==> config.mk <==
export PLATFORM = sky130hd
export DESIGN_NAME = hazard_unit
export DESIGN_NICKNAME = d
export VERILOG_FILES = /design/src/rtl/hazard_unit_pkg.sv /design/src/rtl/hazard_unit_decode.sv /design/src/rtl/hazard_unit.sv
export SDC_FILE = /design/constraint.sdc
export NUM_CORES = 1
export LEC_CHECK = 0
export BUFFER_PORTS_ARGS = -buffer_cell sky130_fd_sc_hd__buf_2
export CAP_MARGIN = 20
export CORE_MARGIN = 2
export CORE_UTILIZATION = 35
export CTS_BUF_LIST = sky130_fd_sc_hd__clkbuf_8
export DETAILED_ROUTE_END_ITERATION = 7
export PLACE_DENSITY = 0.77
export REMOVE_ABC_BUFFERS = 1
export SYNTH_ARGS = -nofsm -noshare
export SYNTH_HDL_FRONTEND = slang
export SYNTH_SLANG_ARGS = --single-unit
==> constraint.sdc <==
create_clock -name clk -period 4.68 [get_ports clk]
set_clock_uncertainty 0.1 [all_clocks]
set_input_delay 0.234 -clock clk [delete_from_list [all_inputs] [get_ports clk]]
set_output_delay 0.234 -clock clk [all_outputs]
set_load 0.01 [all_outputs]
==> src/rtl/hazard_unit_pkg.sv <==
// Shared decode constants, slot/decode bundles and operand resolution
// for the ID-side hazard unit.
package hazard_unit_pkg;

    localparam logic [5:0] OP_RTYPE = 6'h00;
    localparam logic [5:0] OP_JAL   = 6'h03;
    localparam logic [5:0] OP_BEQ   = 6'h04;
    localparam logic [5:0] OP_ORI   = 6'h0d;
    localparam logic [5:0] OP_LUI   = 6'h0f;
    localparam logic [5:0] OP_LW    = 6'h23;
    localparam logic [5:0] OP_SW    = 6'h2b;

    localparam logic [5:0] FN_JR    = 6'h08;
    localparam logic [5:0] FN_ADDU  = 6'h21;
    localparam logic [5:0] FN_SUBU  = 6'h23;

    localparam logic [1:0] TNEW_JAL = 2'd0;
    localparam logic [1:0] TNEW_ALU = 2'd1;
    localparam logic [1:0] TNEW_LW  = 2'd2;

    localparam logic [1:0] TUSE_0    = 2'd0;
    localparam logic [1:0] TUSE_1    = 2'd1;
    localparam logic [1:0] TUSE_2    = 2'd2;
    localparam logic [1:0] TUSE_NONE = 2'd3;

    localparam logic [2:0] FWD_NONE = 3'd0;
    localparam logic [2:0] FWD_E    = 3'd1;
    localparam logic [2:0] FWD_M    = 3'd2;

    localparam logic [4:0] REG_RA = 5'd31;

    typedef struct packed {
        logic [4:0] dst;
        logic [1:0] tnew;
    } slot_t;

    typedef struct packed {
        logic [4:0] dst;
        logic [1:0] tnew;
        logic [1:0] tuse_rs;
        logic [1:0] tuse_rt;
    } dec_t;

    typedef struct packed {
        logic        req_stall;
        logic [2:0]  sign;
        logic [31:0] data;
    } fwd_t;

    // Youngest matching slot wins; an E hit hides any M hit.
    function automatic fwd_t resolve(
        input logic [4:0]  src,
        input logic [1:0]  tuse,
        input slot_t       e,
        input slot_t       m,
        input logic [31:0] e_pc,
        input logic [31:0] m_data
    );
        fwd_t  r;
        slot_t win;
        logic  live, hit_e, hit_m;
        r     = '{req_stall: 1'b0, sign: FWD_NONE, data: 32'd0};
        live  = (src != 5'd0) && (tuse != TUSE_NONE);
        hit_e = live && (e.dst == src);
        hit_m = live && (m.dst == src);
        win   = hit_e ? e : m;
        if (hit_e || hit_m) begin
            if (win.tnew > tuse) begin
                r.req_stall = 1'b1;
            end else if (win.tnew == 2'd0) begin
                r.sign = hit_e ? FWD_E : FWD_M;
                r.data = hit_e ? (e_pc + 32'd8) : m_data;
            end
        end
        return r;
    endfunction

endpackage

==> src/rtl/hazard_unit_decode.sv <==
// Combinational instruction classifier: destination register, Tnew
// at E entry and Tuse of each source operand.
module hz_decode
    import hazard_unit_pkg::*;
(
    input  logic [31:0] instr_i,
    output dec_t        dec_o
);

    logic [5:0] op;
    logic [5:0] fn;
    logic [4:0] rt;
    logic [4:0] rd;
    logic       is_alu_r;
    logic       is_jr;
    logic       unused_fields;

    assign op = instr_i[31:26];
    assign fn = instr_i[5:0];
    assign rt = instr_i[20:16];
    assign rd = instr_i[15:11];

    assign is_alu_r = (op == OP_RTYPE) &&
                      ((fn == FN_ADDU) || (fn == FN_SUBU));
    assign is_jr    = (op == OP_RTYPE) && (fn == FN_JR);

    assign unused_fields = ^{instr_i[25:21], instr_i[10:6]};

    always_comb begin
        dec_o = '{dst: 5'd0, tnew: 2'd0,
                  tuse_rs: TUSE_NONE, tuse_rt: TUSE_NONE};
        unique case (1'b1)
            is_alu_r: begin
                dec_o.dst     = rd;
                dec_o.tnew    = TNEW_ALU;
                dec_o.tuse_rs = TUSE_1;
                dec_o.tuse_rt = TUSE_1;
            end
            is_jr: begin
                dec_o.tuse_rs = TUSE_0;
            end
            (op == OP_ORI): begin
                dec_o.dst     = rt;
                dec_o.tnew    = TNEW_ALU;
                dec_o.tuse_rs = TUSE_1;
            end
            (op == OP_LUI): begin
                dec_o.dst  = rt;
                dec_o.tnew = TNEW_ALU;
            end
            (op == OP_LW): begin
                dec_o.dst     = rt;
                dec_o.tnew    = TNEW_LW;
                dec_o.tuse_rs = TUSE_1;
            end
            (op == OP_SW): begin
                dec_o.tuse_rs = TUSE_1;
                dec_o.tuse_rt = TUSE_2;
            end
            (op == OP_BEQ): begin
                dec_o.tuse_rs = TUSE_0;
                dec_o.tuse_rt = TUSE_0;
            end
            (op == OP_JAL): begin
                dec_o.dst  = REG_RA;
                dec_o.tnew = TNEW_JAL;
            end
            default: begin
            end
        endcase
    end

endmodule

==> src/rtl/hazard_unit.sv <==
// Stall/forward controller beside ID with an E/M shadow scoreboard.
// Optional stall-cycle counter is built when HAZARD_PERF_EN is defined.
module hazard_unit
    import hazard_unit_pkg::*;
(
    input  logic        clk,
    input  logic        rst,
    input  logic [31:0] ID_instr,
    input  logic [31:0] E_pc,
    input  logic [31:0] M_data,
    output logic        stall,
    output logic [2:0]  ID_rs_sign,
    output logic [2:0]  ID_rt_sign,
    output logic [31:0] ID_rs_data,
    output logic [31:0] ID_rt_data,
    output logic [31:0] perf_stall_cnt
);

    dec_t  dec;
    slot_t e_q, e_d;
    slot_t m_q, m_d;
    fwd_t  rs_fwd;
    fwd_t  rt_fwd;

    hz_decode u_dec (
        .instr_i (ID_instr),
        .dec_o   (dec)
    );

    always_comb begin
        rs_fwd = resolve(ID_instr[25:21], dec.tuse_rs,
                         e_q, m_q, E_pc, M_data);
        rt_fwd = resolve(ID_instr[20:16], dec.tuse_rt,
                         e_q, m_q, E_pc, M_data);
    end

    assign stall      = rs_fwd.req_stall | rt_fwd.req_stall;
    assign ID_rs_sign = rs_fwd.sign;
    assign ID_rt_sign = rt_fwd.sign;
    assign ID_rs_data = rs_fwd.data;
    assign ID_rt_data = rt_fwd.data;

    // A stalled ID instruction leaves a bubble behind in E.
    always_comb begin
        e_d = '{dst: 5'd0, tnew: 2'd0};
        if (!stall) begin
            e_d = '{dst: dec.dst, tnew: dec.tnew};
        end
        m_d.dst  = e_q.dst;
        m_d.tnew = (e_q.tnew == 2'd0) ? 2'd0 : (e_q.tnew - 2'd1);
    end

    always_ff @(posedge clk or posedge rst) begin
        if (rst) begin
            e_q <= '0;
            m_q <= '0;
        end else begin
            e_q <= e_d;
            m_q <= m_d;
        end
    end

`ifdef HAZARD_PERF_EN
    logic [31:0] perf_q, perf_d;

    assign perf_d = stall ? (perf_q + 32'd1) : perf_q;

    always_ff @(posedge clk or posedge rst) begin
        if (rst) begin
            perf_q <= 32'd0;
        end else begin
            perf_q <= perf_d;
        end
    end

    assign perf_stall_cnt = perf_q;
`else
    assign perf_stall_cnt = 32'd0;
`endif

endmodule

==> results of run 1 <==
[through the flow]
stage          hold slack, ns  cell area, µm²  util, %  power [W]  instances
2_1_floorplan          0.0232            2620        -   0.000205        364
3_3_place_gp            0.181            3610     44.6   0.000271        636
3_5_place_dp            0.185            3610     44.6   0.000276        636
4_1_cts                 0.155            3660     45.2   0.000372        640
5_1_grt                 0.151            3660     45.3   0.000396        640
6_report                0.160            3660     45.3   0.000370        641
[routing by layer]
layer  vias to the layer above  GRT usage [%]  part of all wire (%)  wire (µm)
met5                         -              0                     0          0
met4                         0           4.95                   1.3        107
met3                        13           2.55                   8.4        717
met2                       133           33.8                    51       4330
met1                      1493           19.8                    39       3350
li1                       1610              -                     -          -
[final timing paths]
kind,from,endpoint,slack (ns),cells after the start
worst max-delay path,e_q[3]$_DFF_PP0_,ID_rs_data[7],0.60,13
worst min-delay path,ID_instr[13],e_q[4]$_DFF_PP0_,0.16,3
worst max register to register,e_q[3]$_DFF_PP0_,e_q[2]$_DFF_PP0_,1.30,12
worst min register to register,e_q[4]$_DFF_PP0_,m_q[4]$_DFF_PP0_,0.33,0
max in group asynchronous,rst,m_q[3]$_DFF_PP0_,3.67,3
min in group asynchronous,rst,e_q[0]$_DFF_PP0_,0.47,3
[power by group]
group	total, W	internal, W	switching [W]
Sequential	0.000126	0.000124	0.00000252
Clock	0.0000941	0.0000567	0.0000374
Combinational	0.000150	0.0000625	0.0000876
[state kept, by name, summed over array words and instances (netlist names)]
| name | count |
|---|---|
| m_q | 7 |
| e_q | 7 |
[synth_stat cells, drive strengths merged]
library cell and number:
a221oi 5, or3 1, nand2 13, and3 8, nor2 87, o211ai 1, xor2 29, nor2b 5
xnor2 18, inv 7, a2111oi 1, nor4b 1, o32ai 1, nand4 9, nor4 3, dfrtp 14
or2 1, nor4bb 1, a31oi 2, o21ai 1, mux2i 19, a21oi 5, mux2 2, and2 2
conb 1, a32o 1, buf 47, o21bai 1, ha 5, and4 2, and3b 2, nor3 11
a211oi 50, clkbuf 9, nand3 21, or4 1
[area by class of cell]
cell class	count	area, µm²	share of cell area (%)
Inverter	7	26.3	0.717
Timing Repair Buffer	168	861	23.5
Clock buffer	3	41.3	1.13
Sequential cell	14	350	9.56
Multi-Input combinational cell	343	2250	61.5
Tap cell	105	131	3.58
Antenna cell	1	2.50	0.0683
[cell families (layout without fill, tap and decap cells)]
| group | Yosys count | count (layout) | share of synthesized area (%) |
|---|---|---|---|
| buffers and inverters | 63 | 178 | 14.0 |
| XOR/XNOR | 47 | 47 | 14.4 |
| flip-flops | 14 | 14 | 12.2 |
| multiplexers | 21 | 21 | 7.42 |
| adder cells (fa/ha/maj) | 5 | 5 | 2.18 |
| AND/OR/NAND/NOR | 168 | 168 | 28.0 |
| other | 1 | 35 | 0.131 |
| AO/OA/AOI/OAI | 68 | 68 | 21.7 |
[timing repair]
action | CTS | global route
endpoints found under the setup margin | 0 | 5
hold buffers | 1 | 0
endpoints found under the hold margin | 14 | 0
resized for setup | 0 | 1
[tightest hold or removal path: cells and delay by family]
family                 cells  cell delay (ns)
buffers and inverters      1             0.08
AND/OR/NAND/NOR            1             0.08
AO/OA/AOI/OAI              1             0.06
==> flow_metrics.tcl, run 1 <==
set metrics [dict create \
    hold_viol_final 0 \
    pre_cts_ws_ns 0.506 \
    clk_latency_ns 0.24 \
    yosysTopAreaCell "dfrtp_1" \
    cts.sinks 14 \
    path_cells "xnor2_1 -> nand3_1 -> nor3_1 -> and3_2 -> buf_4 -> mux2i_1 -> ha_1 -> inv_1 -> a21oi_1 -> a21oi_1 -> or3_4 -> a211oi_1 -> buf_2" \
    die_h_um 94.5 \
    die_x_um 94.5 \
    setup_viol 0 \
    cts_tree "yes" \
    leakage_nw 1.77 \
    path_buf_inv 3 \
    cts_root_buffer "clkbuf_8" \
    grt_max_degree 35 \
    synth_cell_types 43 \
    antenna_found_initial 0 \
    dpl.hpwl_mm 7.02 \
    drt_iter0_drc 91 \
    vias 3249 \
    gp_congestion 0.836 \
    ant_nets 0 \
    grt-ovfl-total 0 \
    ys_ff_latch 14 \
    clockBufferDepth 2 \
    synth_cells 387 \
    max_cap_viol_count 0 \
    core_area_um2 8090 \
    syn_area_um2 2870 \
    cpMostUsedCell "a21oi_1" \
    track_usage_pct 17.5 \
    status "finished clean" \
    worst-path-max-fanout 33 \
    power.density_nw_per_um2 101 \
    slew_headroom_pct 32.2 \
    htree_levels 1 \
    fill_cells 820 \
    layout_common_cells "161 x buf_2, 87 x nor2_1, 34 x conb_1, 29 x xor2_1, 28 x a211oi_1" \
    crit_slowest_cell "or3_4" \
    syn_area_per_cell_um2 7.41 \
    rsz0062_at_grt "no" \
    dr.pass1.iters 4 \
    cts.reportedPaths.clkPinSlew_ns 0.05 \
    start_util_pct 35.4 \
    drc_errors 0 \
    crit_path_start_kind "register" \
    grt_pass1_wl_mm 12.8 \
    worstPathRequired_ns 4.35 \
    dieArea_um2 8930 \
    min_period_over_period_pct 87.1 \
    path_class "register to primary output" \
    cts_made_buffers 3 \
    slew_violations 0 \
    arrival_ns 3.74 \
    synth_area_leaders "dfrtp_1 12%, nor2_1 11%, a211oi_2 9.6%" \
    synth_top_area_share_pct 12.2 \
    fin_setup_tns_ns 0 \
    portBuffers 161 \
    vias_per_cell 5.07 \
    slowest_delay_ns 0.62 \
    period_minus_slack_ns 4.08 \
    rows 33 \
    final_common_cell "buf_2" \
    pin_count 201 \
    wl_mm 8.51 \
    synthToLayoutAreaGrowth_pct 27.8 \
    synth_warnings 0 \
    grt_pass1_vias 2925 \
    layout-drive-gt1-share_pct 37.8 \
    holdCritPathClass "primary input to register" \
    synth.yosys.seq_area_share_pct 12.2 \
    post_drt_wl_per_cell_um 13.3 \
    cp_top_family "simple AND/OR/NAND/NOR gates" \
    fmax_mhz 245 \
    worst_pin_slew_ns 1.01 \
    cts_setup_buffers 0 \
    vdd_ir_drop_max_v 0.000154 \
    critPathCaptureType "primary output" \
    finalWorstSetupSlack_ns 0.604 \
    fin_nets 640 \
]
Note: power is estimated with default switching activity, not from simulation.
==> run 2, diff against run 1 <==
--- a/config.mk
+++ b/config.mk
@@ -5,13 +5,15 @@
 export SDC_FILE = /design/constraint.sdc
 export NUM_CORES = 1
 export LEC_CHECK = 0
+export ABC_AREA = 1
 export BUFFER_PORTS_ARGS = -buffer_cell sky130_fd_sc_hd__buf_2
 export CAP_MARGIN = 20
 export CORE_MARGIN = 2
 export CORE_UTILIZATION = 35
 export CTS_BUF_LIST = sky130_fd_sc_hd__clkbuf_8
 export DETAILED_ROUTE_END_ITERATION = 7
-export PLACE_DENSITY = 0.77
+export PLACE_DENSITY = 0.72
+export RECOVER_POWER = 100
 export REMOVE_ABC_BUFFERS = 1
 export SYNTH_ARGS = -nofsm -noshare
 export SYNTH_HDL_FRONTEND = slang
==> constraint.sdc (replaced) <==
create_clock -name clk -period 5.2 [get_ports clk]
set_clock_uncertainty 0.1 [all_clocks]
set_input_delay 0.26 -clock clk [delete_from_list [all_inputs] [get_ports clk]]
set_output_delay 0.26 -clock clk [all_outputs]
set_load 0.01 [all_outputs]
==> run 2 against run 1 <==
Against the previous run:
- sequential share of layout area fell by 1.6 points
- worst hold slack better by 0.029 ns
- setup slack improved by 0.21 ns
- die area grew 28%
- largest cell class unchanged
- clock power up 12%
- largest power group unchanged
==> flow_metrics.tcl, run 2 <==
set metrics [dict create \
    ys_ff_latch 14 \
    worst_pin_slew_ns 1.43 \
    cts_setup_buffers 0 \
    wl_mm 12.1 \
    cts_resized 0 \
    cts.reportedPaths.clkPinSlew_ns 0.06 \
    vias 4667 \
    syn_area_um2 3700 \
    regArea_um2 350 \
    placed_area_um2 4410 \
    finalWorstSetupSlack_ns 0.814 \
    dpl.cell_count 989 \
    layout-drive-gt1-share_pct 14.7 \
    die_x_um 107 \
    path_class "register to primary output" \
    crit_slowest_cell "nor2_4" \
    grt_pass1_vias 4176 \
    cpMostUsedCell "nor2_1" \
    synthFlopType "dfrtp_1" \
    post_drt_wl_per_cell_um 12.1 \
    slew_headroom_pct 4.67 \
    fmax_mhz 228 \
    syn_area_per_cell_um2 5.16 \
    holdCritPathClass "primary input to register" \
    rows 37 \
    portBuffers 161 \
    ff2ff_setup_slack_ns 1.46 \
    rsz0062_at_grt "no" \
    cts_made_buffers 3 \
    synth_warnings 0 \
    vias_per_cell 4.69 \
    fin_setup_tns_ns 0 \
    clockBufferDepth 2 \
    leakage_nw 2.38 \
    yosysMostFrequentCell "nand2_1" \
    pre_cts_ws_ns 1.44 \
    antenna_found_initial 0 \
    yosys-top-cells-count "216 x nand2_1, 140 x nor2_1, 119 x nand3_1" \
    slew_violations 0 \
    period_minus_slack_ns 4.39 \
    critPathCaptureType "primary output" \
    drt_iter0_drc 292 \
    dr.pass1.iters 5 \
    fin_nets 963 \
    grt_pass1_wl_mm 19.4 \
    min_period_over_period_pct 84.4 \
    synth_area_leaders "nand2_1 22%, nand3_1 16%, nor2_1 14%" \
    core_area_um2 10300 \
    worst-path-max-fanout 33 \
    diodes 0 \
    vdd_ir_drop_max_v 0.000180 \
    setup_viol 0 \
    synth_cells 717 \
    track_usage_pct 20.3 \
    dpl.hpwl_mm 9.32 \
    htree_levels 1 \
    clk_latency_ns 0.24 \
    pin_count 201 \
    crit_path_start_kind "register" \
    final_common_cell "nand2_1" \
    synth-edff-count 0 \
    path_cells "nor2_1 -> nor2_1 -> nor2_1 -> nand3_1 -> inv_2 -> nand3_1 -> nand2_1 -> nand2_1 -> inv_1 -> ha_1 -> nand2_1 -> a22oi_1 -> nor2_4 -> nand3_1 -> nor2_1 -> clkbuf_1" \
    grt_max_degree 38 \
    final_area_um2 4400 \
    yosysTopAreaCell "nand2_1" \
    synth_cell_types 32 \
    start_util_pct 36.0 \
    synth_top_area_share_pct 21.9 \
    worstPathRequired_ns 4.84 \
    status "finished clean" \
    die_h_um 107 \
    ant_nets 0 \
    gp_congestion 0.938 \
    arrival_ns 4.03 \
    hold_viol_final 0 \
    power.density_nw_per_um2 85.2 \
    final_cell_count_no_fill 995 \
    layout_common_cells "216 x nand2_1, 141 x nor2_1, 120 x nand3_1, 97 x buf_2, 88 x inv_1" \
    cts_tree "yes" \
    fill_cells 1189 \
    cts_root_buffer "clkbuf_8" \
    slowest_delay_ns 0.64 \
    synth.yosys.seq_area_share_pct 9.47 \
    max_cap_viol_count 0 \
    dieArea_um2 11400 \
    grt-ovfl-total 0 \
    drc_errors 0 \
    synthToLayoutAreaGrowth_pct 18.9 \
    ys_async_sr_fraction_pct 100 \
    cts.sinks 14 \
    multi_input_area_um2 2700 \
    post-route-util_pct 42.8 \
    reg_top3 "e_q x7, m_q x7" \
]
-- run 2: cell types whose count changed after synthesis, moves of 6 or more --
cell | previous run | this run
nor3_1 | 9 | 0
xor2_1 | 29 | 16
a211oi_1 | 28 | 0
a211oi_2 | 22 | 0
and3_1 | 8 | 0
inv_1 | 7 | 88
buf_4 | 35 | 41
nand3_1 | 21 | 119
nand2_1 | 12 | 216
mux2i_1 | 19 | 0
nor2_1 | 87 | 140
nor2_2 | 0 | 6
-- run 2: kinds of logic (layout without fill, tap and decap cells) --
family                     after synthesis  after routing  synth area share, %
xor gates and xnor gates                31             31                 7.34
DFF                                     14             14                 9.47
adders and majority gates                5              5                 1.69
buffers and inverters                  151            260                 20.4
AOI/OAI and AO/OA                       14             14                 3.04
other                                    1             34                0.101
and+or+nand+nor                        501            501                 58.0
-- run 2: worst paths after layout --
| path | endpoint | cells after the start | startpoint |
|---|---|---|---|
| max reg2reg | e_q[0]$_DFF_PP0_ | 14 | e_q[5]$_DFF_PP0_ |
| max in group asynchronous | m_q[1]$_DFF_PP0_ | 3 | rst |
| max | ID_rs_data[11] | 16 | e_q[5]$_DFF_PP0_ |
| min reg2reg | m_q[6]$_DFF_PP0_ | 0 | e_q[6]$_DFF_PP0_ |
| min in group asynchronous | e_q[4]$_DFF_PP0_ | 3 | rst |
| min | e_q[2]$_DFF_PP0_ | 3 | ID_instr[11] |
-- run 2: critical path: cells and delay by family (launching register included) --
family | cells | cell delay [ns]
compound gates | 1 | 0.11
flops | 1 | 0.41
fa+ha+maj | 1 | 0.23
buf+inv | 3 | 0.53
simple gates | 11 | 2.49
-- run 2: through the flow --
| stage | hold WS, ns | total power (W) |
|---|---|---|
| after floorplan | 0.0492 | 0.000202 |
| after global placement | 0.223 | 0.000268 |
| after detailed placement | 0.239 | 0.000271 |
| after CTS | 0.187 | 0.000378 |
| after global routing | 0.211 | 0.000405 |
| final | 0.189 | 0.000375 |
-- run 2: power by group --
part / internal, W / total (W) / switching, W
clock network: 0.0000670 / 0.000105 / 0.0000378
registers: 0.000111 / 0.000113 / 0.00000223
logic: 0.0000581 / 0.000157 / 0.0000986
-- run 2: timing repair --
| item | 4_1_cts | 5_1_grt |
|---|---|---|
| hold buffers | 1 | 0 |
| setup endpoints to repair | 0 | 0 |
| hold endpoints to repair | 14 | 0 |
-- run 2: layer usage --
| metal | up-vias | global-route usage (%) | part of all wire, % |
|---|---|---|---|
| met5 | - | 0 | 0 |
| met4 | 0 | 4.55 | 1.2 |
| met3 | 15 | 2.43 | 8.7 |
| met2 | 226 | 37.2 | 48 |
| met1 | 2001 | 25.3 | 43 |
| li1 | 2425 | - | - |
-- run 2: layout make-up --
cell class / instances / area share (%)
Timing Repair Buffer: 166 / 17.9
Inverter: 90 / 7.68
Clock buffer: 4 / 1.25
Sequential cell: 14 / 7.96
Tap cell: 136 / 3.87
Multi-Input combinational cell: 585 / 61.4
==> run 3, diff against run 2 <==
==> constraint.sdc (replaced) <==
create_clock -name clk -period 4.25 [get_ports clk]
set_clock_uncertainty 0.1 [all_clocks]
set_input_delay 0.2125 -clock clk [delete_from_list [all_inputs] [get_ports clk]]
set_output_delay 0.2125 -clock clk [all_outputs]
set_load 0.01 [all_outputs]
==> run 3 against run 2 <==
Against the previous run:
- largest power group unchanged
- clock-buffer cell count did not move
- critical endpoint is now ID_rt_data[24]
- total power rose by 23%
- design area rose by 0.48%
- flip-flop and latch count did not move
- final cell count rose by 0.20%
==> flow_metrics.tcl, run 3 (same netlist as run 2, synthesis figures left out) <==
set metrics [dict create \
    fmax_mhz 263 \
    status "finished clean" \
    period_minus_slack_ns 3.81 \
    gp_congestion 0.944 \
    wl_mm 11.9 \
    slew_headroom_pct 39.5 \
    slew_violations 0 \
    ff2ff_setup_slack_ns 0.95 \
    fin_setup_tns_ns 0 \
    antenna_found_initial 1 \
    timing.rr.end "e_q[6]$_DFF_PP0_" \
    vdd_ir_drop_max_v 0.000183 \
    grt-ovfl-total 0 \
    track_usage_pct 20.5 \
    start_util_pct 36.0 \
    rows 37 \
    reg_top3 "e_q x7, m_q x7" \
    setup_viol 0 \
    synthToLayoutAreaGrowth_pct 19.5 \
    cts_made_buffers 3 \
    dpl.cell_count 992 \
    htree_levels 1 \
    grt_pass1_wl_mm 19.6 \
    dr.pass1.iters 5 \
    critPathCaptureType "primary output" \
    vias 4681 \
    dpl.hpwl_mm 9.35 \
    clk_latency_ns 0.25 \
    power.density_nw_per_um2 104 \
    worst-path-max-fanout 19 \
    cp_top_family "simple AND/OR/NAND/NOR gates" \
    layout_common_cells "216 x nand2_1, 140 x nor2_1, 119 x nand3_1, 96 x buf_2, 88 x inv_1" \
    path_buf_inv 5 \
    path_cells "inv_1 -> nand2_1 -> nand2_1 -> a21oi_1 -> nand3_1 -> inv_1 -> nand2_4 -> o21ai_2 -> inv_1 -> ha_1 -> nand2_1 -> a22oi_1 -> nor2_2 -> buf_12 -> nand3_1 -> nor2_1 -> clkbuf_1" \
    hold_viol_final 0 \
    crit_path_start "e_q[2]$_DFF_PP0_" \
    ant_nets 0 \
    arrival_ns 3.49 \
    die_h_um 107 \
    placed_area_um2 4440 \
    min_path_cells 3 \
    rr_worst_depth 13 \
    slowest_delay_ns 0.73 \
    grt_pass1_vias 4152 \
    dieArea_um2 11400 \
    crit_path_start_kind "register" \
    cts_setup_buffers 0 \
    final_area_um2 4420 \
    pin_count 201 \
    min_period_over_period_pct 89.6 \
    final_common_cell "nand2_1" \
    holdCritPathClass "primary input to register" \
    portBuffers 161 \
    leakage_nw 2.38 \
    min_from "ID_instr[13]" \
    core_area_um2 10300 \
    clockBufferDepth 2 \
    min_to "e_q[4]$_DFF_PP0_" \
    worstPathRequired_ns 3.94 \
    grt_max_degree 35 \
    post-route-util_pct 43.0 \
    die_x_um 107 \
    drt_iter0_drc 289 \
    post_drt_wl_per_cell_um 11.9 \
    cts.reportedPaths.clkPinSlew_ns 0.06 \
    max_cap_viol_count 0 \
    final_cell_count_no_fill 997 \
    worst_pin_slew_ns 0.906 \
    crit_slowest_cell "nor2_2" \
    reg2reg_from "e_q[4]$_DFF_PP0_" \
    drc_errors 0 \
    diodes 0 \
    vias_per_cell 4.70 \
    path_class "register to primary output" \
    cts.sinks 14 \
    cts_tree "yes" \
    cts_root_buffer "clkbuf_8" \
    fin_nets 965 \
    rsz0062_at_grt "no" \
    layout-drive-gt1-share_pct 15.0 \
]
## run 3: worst register-to-register path, stage by stage (launching register included)
cell	delay, ns
dfrtp_1	0.40
xor2_1	0.17
nor2_1	0.11
nand3_1	0.13
inv_2	0.30
nand3_4	0.28
nand2_1	0.12
nand2_1	0.08
inv_1	0.07
ha_1	0.24
a22oi_1	0.34
inv_1	0.11
o22ai_1	0.60
nor2_1	0.11
## run 3: worst max-delay path by stage
| stage | slack [ns] | cells after the start | endpoint |
|---|---|---|---|
| floorplan | 0.99 | 14 | ID_rs_data[0] |
| global placement | 0.55 | 15 | ID_rs_data[11] |
| detailed placement | 0.57 | 15 | ID_rs_data[11] |
| CTS | 0.26 | 15 | ID_rs_data[11] |
| global route | 0.07 | 17 | ID_rt_data[22] |
| finish | 0.44 | 17 | ID_rt_data[24] |
## run 3: final cells by class
cell class | instances | area [µm²]
fillers | 1207 | 5860
inverters | 90 | 338
multi-input cells | 585 | 2720
clock buffers | 4 | 55.1
well taps | 136 | 170
repair buffers | 168 | 792
flip-flops and latches | 14 | 350
## run 3: metrics by stage
stage | total power [W] | setup WS, ns | hold WS [ns]
after detailed placement | 0.000331 | 0.572 | 0.176
after floorplan | 0.000247 | 0.994 | 0.00172
after global routing | 0.000495 | 0.0687 | 0.165
after global placement | 0.000329 | 0.548 | 0.174
after CTS | 0.000463 | 0.258 | 0.135
final | 0.000459 | 0.444 | 0.136
## run 3: layer usage
metal / GRT usage (%) / routed length [µm] / vias up
met5: 0 / 0 / -
met1: 26.7 / 5250 / 2030
met2: 36.0 / 5500 / 192
li1: - / - / 2436
met3: 2.49 / 945 / 23
met4: 5.01 / 213 / 0
## run 3: where the power goes
group	switching (W)	internal [W]
sequential	0.00000258	0.000136
clock	0.0000467	0.0000821
combinational	0.000121	0.0000712
total	0.000170	0.000289
## run 3: timing repair
action | CTS | global route
hold buffers | 1 | 0
setup endpoints to repair | 0 | 26
resized for setup | 0 | 1
hold endpoints to repair | 14 | 0
